--- src/rtl/i2c_master_rs.sv ---
// I2C master with runtime write/read counts, repeated START, NACK detection and SCL stretching.
// Each bit is four quarters: SDA moves in Q0, SCL released in Q2, SDA sampled at the end of Q3.
//   state   | meaning
//   IDLE    | bus released, rdy=1, waiting for vin
//   START   | SDA falls while SCL high, then SCL pulled low
//   ADDR    | shifting out {ain, rw}
//   ACK_CHK | 9th bit, SDA released, slave ACK sampled
//   WR      | shifting out one write byte
//   RSTART  | repeated START before the read address
//   RD      | shifting in one read byte
//   ACK_GEN | master ACK (or NACK on the last byte), byte stored
//   STOP    | SDA rises while SCL high, then back to IDLE
module i2c_master_rs #(
    parameter int PRESCALER = 40,
    parameter int MAX_W = 4,
    parameter int MAX_R = 4,
    localparam int WW = $clog2(MAX_W + 1),
    localparam int RW = $clog2(MAX_R + 1)
) (
    input  logic               clk,
    input  logic               rst_n,
    input  logic               scl_i,
    output logic               scl_oe,
    input  logic               sda_i,
    output logic               sda_oe,
    input  logic [6:0]         ain,
    input  logic [WW-1:0]      n_wr,
    input  logic [RW-1:0]      n_rd,
    input  logic [8*MAX_W-1:0] din,
    input  logic               vin,
    output logic               rdy,
    output logic [8*MAX_R-1:0] dout,
    output logic               vout,
    output logic               nack,
    output logic               busy
);

    localparam int QTR = PRESCALER / 4;
    localparam int CW = (QTR > 1) ? $clog2(QTR) : 1;
    localparam logic [CW-1:0] CNT_LOAD = CW'(QTR - 1);

    typedef enum logic [3:0] {
        S_IDLE, S_START, S_ADDR, S_ACK_CHK, S_WR, S_RSTART, S_RD, S_ACK_GEN, S_STOP
    } state_t;

    state_t state, state_nxt;

    logic [1:0]         scl_sync, sda_sync;
    logic               scl_s, sda_s;
    logic [CW-1:0]      cnt;
    logic [1:0]         qtr;
    logic               freeze, tick, bit_end, sda_hold;
    logic [2:0]         bit_cnt;
    logic [7:0]         shreg, wr_byte, rd_byte;
    logic               rw, addr_ack, last_rd;
    logic [WW-1:0]      wr_idx, n_wr_l, n_wr_c;
    logic [RW-1:0]      rd_idx, n_rd_l, n_rd_c;
    logic [8*MAX_W-1:0] din_l;
    logic [6:0]         ain_l;
    logic               scl_d, sda_d;

    assign scl_s   = scl_sync[1];
    assign sda_s   = sda_sync[1];
    assign rdy     = (state == S_IDLE);
    assign busy    = ~rdy;
    assign n_wr_c  = (n_wr > WW'(MAX_W)) ? WW'(MAX_W) : n_wr;
    assign n_rd_c  = (n_rd > RW'(MAX_R)) ? RW'(MAX_R) : n_rd;
    // quarter timer stalls in Q2 until the released SCL is actually seen high
    assign freeze  = (qtr == 2'd2) && !scl_s;
    assign tick    = (state != S_IDLE) && (cnt == '0) && !freeze;
    assign bit_end = tick && (qtr == 2'd3);
    assign rd_byte = {shreg[6:0], sda_s};
    assign last_rd = (rd_idx == n_rd_l);
    // SDA follows SCL's fall by one cycle so a Q0 data change never looks like START/STOP
    assign sda_hold = (state != S_IDLE) && (qtr == 2'd0) && (cnt == CNT_LOAD);

    always_comb begin
        wr_byte = 8'h00;
        for (int k = 0; k < MAX_W; k++)
            if (wr_idx == WW'(k)) wr_byte = din_l[8*(MAX_W-1-k) +: 8];
    end

    always_ff @(posedge clk or negedge rst_n) begin
        if (!rst_n) begin
            scl_sync <= 2'b11;
            sda_sync <= 2'b11;
        end else begin
            scl_sync <= {scl_sync[0], scl_i};
            sda_sync <= {sda_sync[0], sda_i};
        end
    end

    always_ff @(posedge clk or negedge rst_n) begin
        if (!rst_n) state <= S_IDLE;
        else        state <= state_nxt;
    end

    always_comb begin
        state_nxt = state;
        scl_d     = (qtr < 2'd2);
        sda_d     = 1'b0;
        case (state)
            S_IDLE: begin
                scl_d = 1'b0;
                if (vin) state_nxt = S_START;
            end
            S_START: begin
                scl_d = (qtr == 2'd3);
                sda_d = qtr[1];
                if (bit_end) state_nxt = S_ADDR;
            end
            S_ADDR, S_WR: begin
                sda_d = ~shreg[7];
                if (bit_end && bit_cnt == 3'd0) state_nxt = S_ACK_CHK;
            end
            S_ACK_CHK: begin
                if (bit_end) begin
                    if (sda_s)                state_nxt = S_STOP;
                    else if (addr_ack)        state_nxt = rw ? S_RD : ((n_wr_l != '0) ? S_WR : S_STOP);
                    else if (wr_idx == n_wr_l) state_nxt = (n_rd_l != '0) ? S_RSTART : S_STOP;
                    else                      state_nxt = S_WR;
                end
            end
            S_RSTART: begin
                sda_d = (qtr == 2'd3);
                if (bit_end) state_nxt = S_ADDR;
            end
            S_RD: begin
                if (bit_end && bit_cnt == 3'd0) state_nxt = S_ACK_GEN;
            end
            S_ACK_GEN: begin
                sda_d = ~last_rd;
                if (bit_end) state_nxt = last_rd ? S_STOP : S_RD;
            end
            S_STOP: begin
                sda_d = (qtr != 2'd3);
                if (bit_end) state_nxt = S_IDLE;
            end
            default: state_nxt = S_IDLE;
        endcase
    end

    always_ff @(posedge clk or negedge rst_n) begin
        if (!rst_n) begin
            scl_oe   <= 1'b0;
            sda_oe   <= 1'b0;
            cnt      <= CNT_LOAD;
            qtr      <= 2'd0;
            bit_cnt  <= 3'd7;
            shreg    <= 8'h00;
            rw       <= 1'b0;
            addr_ack <= 1'b0;
            wr_idx   <= '0;
            rd_idx   <= '0;
            n_wr_l   <= '0;
            n_rd_l   <= '0;
            din_l    <= '0;
            ain_l    <= 7'h00;
            dout     <= '0;
            vout     <= 1'b0;
            nack     <= 1'b0;
        end else begin
            vout   <= 1'b0;
            scl_oe <= scl_d;
            if (!sda_hold) sda_oe <= sda_d;

            if (state == S_IDLE) begin
                cnt <= CNT_LOAD;
                qtr <= 2'd0;
            end else if (tick) begin
                cnt <= CNT_LOAD;
                qtr <= qtr + 2'd1;
            end else if (!freeze) begin
                cnt <= cnt - 1'b1;
            end

            if (state == S_IDLE && vin) begin
                ain_l   <= ain;
                n_wr_l  <= n_wr_c;
                n_rd_l  <= n_rd_c;
                din_l   <= din;
                nack    <= 1'b0;
                wr_idx  <= '0;
                rd_idx  <= '0;
                bit_cnt <= 3'd7;
                rw      <= (n_wr_c == '0) && (n_rd_c != '0);
                shreg   <= {ain, (n_wr_c == '0) && (n_rd_c != '0)};
            end

            if (bit_end) begin
                case (state)
                    S_ADDR, S_WR: begin
                        if (bit_cnt == 3'd0) begin
                            addr_ack <= (state == S_ADDR);
                            if (state == S_WR) wr_idx <= wr_idx + 1'b1;
                        end else begin
                            bit_cnt <= bit_cnt - 3'd1;
                            shreg   <= {shreg[6:0], 1'b0};
                        end
                    end
                    S_ACK_CHK: begin
                        bit_cnt <= 3'd7;
                        if (sda_s) nack <= 1'b1;
                        if (state_nxt == S_WR) shreg <= wr_byte;
                    end
                    S_RSTART: begin
                        rw      <= 1'b1;
                        shreg   <= {ain_l, 1'b1};
                        bit_cnt <= 3'd7;
                    end
                    S_RD: begin
                        shreg <= rd_byte;
                        if (bit_cnt == 3'd0) begin
                            for (int i = 0; i < MAX_R; i++)
                                if (rd_idx == RW'(i)) dout[8*(MAX_R-1-i) +: 8] <= rd_byte;
                            rd_idx <= rd_idx + 1'b1;
                        end else begin
                            bit_cnt <= bit_cnt - 3'd1;
                        end
                    end
                    S_ACK_GEN: bit_cnt <= 3'd7;
                    S_STOP:    vout <= 1'b1;
                    default:   ;
                endcase
            end
        end
    end

endmodule

--- config.mk ---
export PLATFORM = sky130hd
export DESIGN_NAME = i2c_master_rs
export DESIGN_NICKNAME = d
export VERILOG_FILES = /design/src/rtl/i2c_master_rs.sv
export SDC_FILE = /design/constraint.sdc
export NUM_CORES = 1
export LEC_CHECK = 0
export BUFFER_PORTS_ARGS = -buffer_cell sky130_fd_sc_hd__buf_4
export CORE_UTILIZATION = 40
export CTS_CLUSTER_SIZE = 14
export DETAILED_ROUTE_END_ITERATION = 16
export PLACE_DENSITY = 0.57
export SYNTH_ARGS = -nofsm -noshare
export SYNTH_HDL_FRONTEND = slang
export SYNTH_SLANG_ARGS = --single-unit
--- constraint.sdc ---
create_clock -name clk -period 3.2 [get_ports clk]
set_input_delay 0.32 -clock clk [delete_from_list [all_inputs] [get_ports clk]]
set_output_delay 0.32 -clock clk [all_outputs]
set_load 0.01 [all_outputs]
; ---- After elaboration in Yosys (flattened, before gate mapping)
; Index checks and enable logic that the tools add are counted.
; W data, S select, Z words.
[op_classes]
reduce_logical = 32
n_lt_le_gt_ge = 3
eq_ne = 22
bitwise = 3
add_sub_neg = 5
mux = 55
[op_table]
columns = operator, n
row1 = $mux W4, 17
row2 = $mux W8, 8
row3 = $mux W3, 14
row4 = $pmux W8 S4, 1
row5 = $pmux W4 S7, 1
row6 = $eq A4 B3 Y1 const B, 5
row7 = $reduce_and A4 Y1, 4
row8 = $eq A3 B2 Y1 const B, 4
row9 = $logic_not A3 Y1, 4
row10 = $logic_and A1 B1 Y1, 9
row11 = $mux W1, 9
row12 = $reduce_bool A3 Y1, 3
row13 = $eq A4 B2 Y1 const B, 2
row14 = $eq A4 B4 Y1 const B, 2
row15 = $logic_not A4 Y1, 2
row16 = $add A3 B1 Y3 const B, 2
row17 = $eq A3 B1 Y1 const B, 2
row18 = $eq A3 B3 Y1, 2
row19 = $gt A3 B3 Y1 const B, 2
row20 = $pmux W3 S2, 1
row21 = $reduce_or A3 Y1, 2
row22 = $pmux W1 S5, 1
row23 = $eq A2 B2 Y1 const B, 2
row24 = $eq A4 B1 Y1 const B, 1
row25 = 15 further kinds, 20
[word_totals]
regBits = 114
elab_cells = 143
in_bits = 50

; ---- Logic depth before layout (Yosys ltp)
[logic_depth]
ltp_word = 12
depth_mapped = 10
ltp_nobuf = 8

; ---- Worst setup path after synthesis
; Ideal clock, no wire load.
[synth_path]
path_kind = reg2reg
start = reg cnt[1]
end = reg shreg[0]
path_stages_with_launch = 10
setup_time_ns = 0.144
path_slack_ns = 0.998
arrival_time_ns = 2.058
required_time_ns = 3.056
cell_sequence = dfrtp_1 inv_1 ha_1 nor2b_1 nand4_2 nor4_2 clkbuf_1 a22oi_1 a21oi_1 o211ai_1
[synth_via]
elab_chain_cells = 11
word_cells_on_any_way = 16
cone_classes = eq/ne: 1 / mux: 10 / reduce/logical: 5
[synth_rtl]
columns = item, line
row1 = "start, declared", 50  ; logic [CW-1:0] cnt;
row2 = "start signal, assigned", 174  ; cnt <= cnt - 1'b1;
row3 = $logic_not A4 Y1 (*), 70  ; assign tick = (state != S_IDLE) && (cnt == '0) && !freeze;
row4 = $logic_and A1 B1 Y1 (*) (2 in a row), 70
row5 = $logic_and A1 B1 Y1 (*), 71  ; assign bit_end = tick && (qtr == 2'd3);
row6 = $logic_and A1 B1 Y1, "114, 129"
row7 = "$mux W4, on equally long branches", "129, 114"
row8 = $pmux W4 S7, 102  ; case (state)
row9 = $eq A4 B3 Y1, 204  ; if (state_nxt == S_WR) shreg <= wr_byte;
row10 = $mux W8, 204
row11 = $pmux W8 S4, 191  ; case (state)
row12 = $mux W8 (*), 190  ; if (bit_end) begin
row13 = "end signal, assigned", 198  ; shreg <= {shreg[6:0], 1'b0};
row14 = "end signal, assigned", 204
row15 = "end signal, assigned", 208  ; shreg <= {ain_l, 1'b1};
row16 = "end, declared", 54  ; logic [7:0] shreg, wr_byte, rd_byte;
; Every way passes the cells marked *; elsewhere a longest branch is shown, timed or not.
; A chain may end at the register's enable or synchronous reset.

; ---- Final worst setup path
[layout_path]
start = reg state[3]
end = reg bit_cnt[0]
[layout_via]
elab_chain_cells = 6
word_cells_on_any_way = 18
cone_classes = eq/ne: 6 / mux: 4 / reduce/logical: 8
[layout_rtl]
columns = item, line
row1 = "start, declared", 46  ; state_t state, state_nxt;
row2 = "start signal, assigned", 95  ; else state <= state_nxt;
row3 = $logic_not A4 Y1, 177  ; if (state == S_IDLE && vin) begin
row4 = $logic_and A1 B1 Y1, 177
row5 = $mux W3, 177
row6 = $mux W3, "193, 213"
row7 = $pmux W3 S2, 191
row8 = $mux W3 (*), 190
row9 = "end signal, assigned", 197  ; bit_cnt <= bit_cnt - 3'd1;
row10 = "end signal, assigned", 218  ; bit_cnt <= bit_cnt - 3'd1;
row11 = "end, declared", 53  ; logic [2:0] bit_cnt;
; Marks and branches as above.

==> impl_metrics.toml <==
[global_route]
grt_pass1_vias = 4838
overflow = 0
track_usage_pct = 22.0
grt_max_degree = 68
grt_pass1_wl_mm = 24.9
antenna_found_initial = 0

[synth]
synthFlopType = "dfrtp_1"
synth_edf_count = 0
yosysWarningCount = 0
synth-async-reset-ratio_pct = 100
synth_area_per_cell_um2 = 9.40
synth_top_area_share_pct = 44.8
yosysMostFrequentCell = "nand2_1"
ys_top_cells_by_count = "nand2_1 (176), dfrtp_1 (105), mux2_2 (33)"
syn_inst = 624
synth_area_leaders = "dfrtp_1 (45%), nand2_1 (11%), mux2_2 (6.3%), dfstp_2 (4.0%), ha_1 (3.8%)"
synth_area_leader_cell = "dfrtp_1"
ys_ff_latch = 114
ys_types = 59
yosysSeqAreaShare_pct = 48.8
synth_fp_nets = 692
syn_area_um2 = 5870

[drt]
drc_errors = 0
ant_nets = 0
drt-total-wl_mm = 15.1
vias = 4829
drt_iter0_drc = 300
viasPerCell = 5.32
wire_per_inst_um = 16.6
dr.pass1.iters = 5

[setup_path]
crit_required_ns = 3.53
start_kind = "register"
cp-end-kind = "register"
rr_worst_depth = 7
rr_endpoint = "bit_cnt[0]"
arrival_ns = 2.97
r2r_slack_ns = 0.56
path_class = "register to register"
regToRegStartpoint = "state[3]"
path_max_fanout = 33

[sta]
slew_headroom_pct = 36.5
max_freq_mhz = 379
finalHoldViolCount = 0
skew_ns = 0.00619
period_share_pct = 82.5
period_needed_ns = 2.64
drv_slew = 0
worst_pin_slew_ns = 0.945
rsz0062_at_grt = "false"
finalSetupTns_ns = 0
finalSetupViolCount = 0

[final_layout]
layout.cells.non_filler = 907
drive_gt1_share_pct = 25.7
nets = 782
syn_to_final_growth_pct = 25.3
design_area_um2 = 7350
num_antenna_cells = 0

[floorplan]
die_x_um = 123
design.core.area_um2 = 14100
dieArea_um2 = 15200
rows = 43
die_y_um = 123
initial_core_util_pct = 41.6
io_pins = 88

[pwr]
vdd.ir_drop.worst_mv = 0.408
power.total_mw = 5.61
p_seq_share_pct = 39.0
leakage_nw = 3.61
swShare_pct = 32.6
powerDensity_nw_per_um2 = 763
switchingPower_mw = 1.83
internal_power_mw = 3.78
power_frac_comb_pct = 26.1
p_clk_share_pct = 34.9

[clock_network]
numCtsBuffers = 17
clkTransAtPathRegs_ns = 0.05
htree_levels = 4
cts.sinks = 114
cts_tree = "done"
cts-resized-gates = 0
cts_root_buffer = "clkbuf_16"
cts_max_path_buffers = 2
clk_latency_ns = 0.41

[place]
dp_hpwl_mm = 10.5
gp_congestion = 0.888
dp.cells = 872
placed_cell_area_um2 = 6710
portBuffers = 87

[worst_hold_path]
min_from = "din[5]"
hold_depth = 3
hold_class = "primary input to register"
whs_endpoint = "din_l[5]"

[job]
cap_violations = 0

[run_status]
outcome = "complete, no violations"
[metrics by stage]
stage | utilization [%] | worst slack (ns) | hold slack [ns]
2_1_floorplan | - | 0.998 | 0.0244
3_3_place_gp | 47.6 | 0.664 | 0.346
3_5_place_dp | 47.6 | 0.586 | 0.347
4_1_cts | 52.1 | 0.553 | 0.0715
5_1_grt | 52.1 | 0.382 | 0.0827
6_report | 52.1 | 0.561 | 0.0928
[worst max path at each step]
stage,startpoint,to,depth (start not counted)
final,state[3],bit_cnt[0],7
after global routing,state[3],bit_cnt[1],7
after CTS,state[3],bit_cnt[0],7
after detailed placement,state[3],bit_cnt[0],7
after global placement,state[3],bit_cnt[0],7
after floorplan,cnt[1],shreg[0],9
[state kept, by name (all words and copies together) (netlist names), 3 cells and up]
signal / flops
ain_l: 7
bit_cnt: 3
cnt: 4
din_l: 32
dout: 32
n_rd_l: 3
n_wr_l: 3
rd_idx: 3
shreg: 8
state: 4
wr_idx: 3
[cell usage in the layout, fill, tap and decap left out, drive strengths merged, types with 2 or more instances in the layout]
cell type / n
nand2: 176
dfrtp: 105
buf: 103
mux2: 33
o21ai: 32
a21oi: 25
nor3: 22
clkbuf: 22
inv: 21
ha: 18
nor2: 16
nand3: 14
nand2b: 11
a22oi: 10
mux2i: 10
o22ai: 9
dfstp: 9
a32oi: 8
a22o: 7
xor2: 6
nor2b: 6
nor4: 6
clkinv: 4
xnor2: 4
and3: 4
nand3b: 4
bufinv: 4
or4: 3
clkinvlp: 3
dlygate4sd3: 3
nand4: 3
a41oi: 2
o211ai: 2
a211oi: 2
or3: 2
and2: 2
o311ai: 2
[cells by family after synthesis]
logic type      after synthesis  synth area share, %
fa+ha+maj                    18                 3.84
compound gates              110                 12.3
mux                          43                 8.04
buf+inv                      57                 4.35
flops                       114                 48.8
simple gates                272                 21.2
xor+xnor                     10                 1.49
[critical path, stage by stage, from the launching register on]
cell      delay, ns
dfrtp_1        0.44
or2_2          0.37
or3_4          0.36
clkinv_2       0.12
and2_2         0.56
buf_4          0.43
nor3_1         0.08
a41oi_1        0.18
[routing by layer]
metal / vias to the layer above / GRT usage (%) / routed length [um]
met5: - / 0 / 0
met4: 0 / 6.93 / 238
met3: 23 / 6.32 / 915
met2: 142 / 34.5 / 7190
met1: 2321 / 29.3 / 6730
li1: 2343 / - / -
[area by class of cell]
class	count	area [um^2]
fillers	1338	6750
multi-input cells	453	2750
flip-flops and latches	114	2860
clock buffers	22	454
well taps	180	225
inverters	22	83.8
clock inverters	10	158
repair buffers	106	816
[power by group through the flow]
stage / clock network (mW) / logic (mW) / registers, mW
after global routing: 2.07 / 1.67 / 2.24
after CTS: 2.01 / 1.47 / 2.18
after global placement: 0 / 1.43 / 2.20
after detailed placement: 0 / 1.46 / 2.20
final: 1.96 / 1.46 / 2.19
after floorplan: 0 / 1.07 / 2.09
[timing repair]
action / 4_1_cts / 5_1_grt
hold endpoints to repair: 46 / 0
hold buffers: 3 / 0
setup buffers: 0 / 0
(Power assumes the default switching activity.)
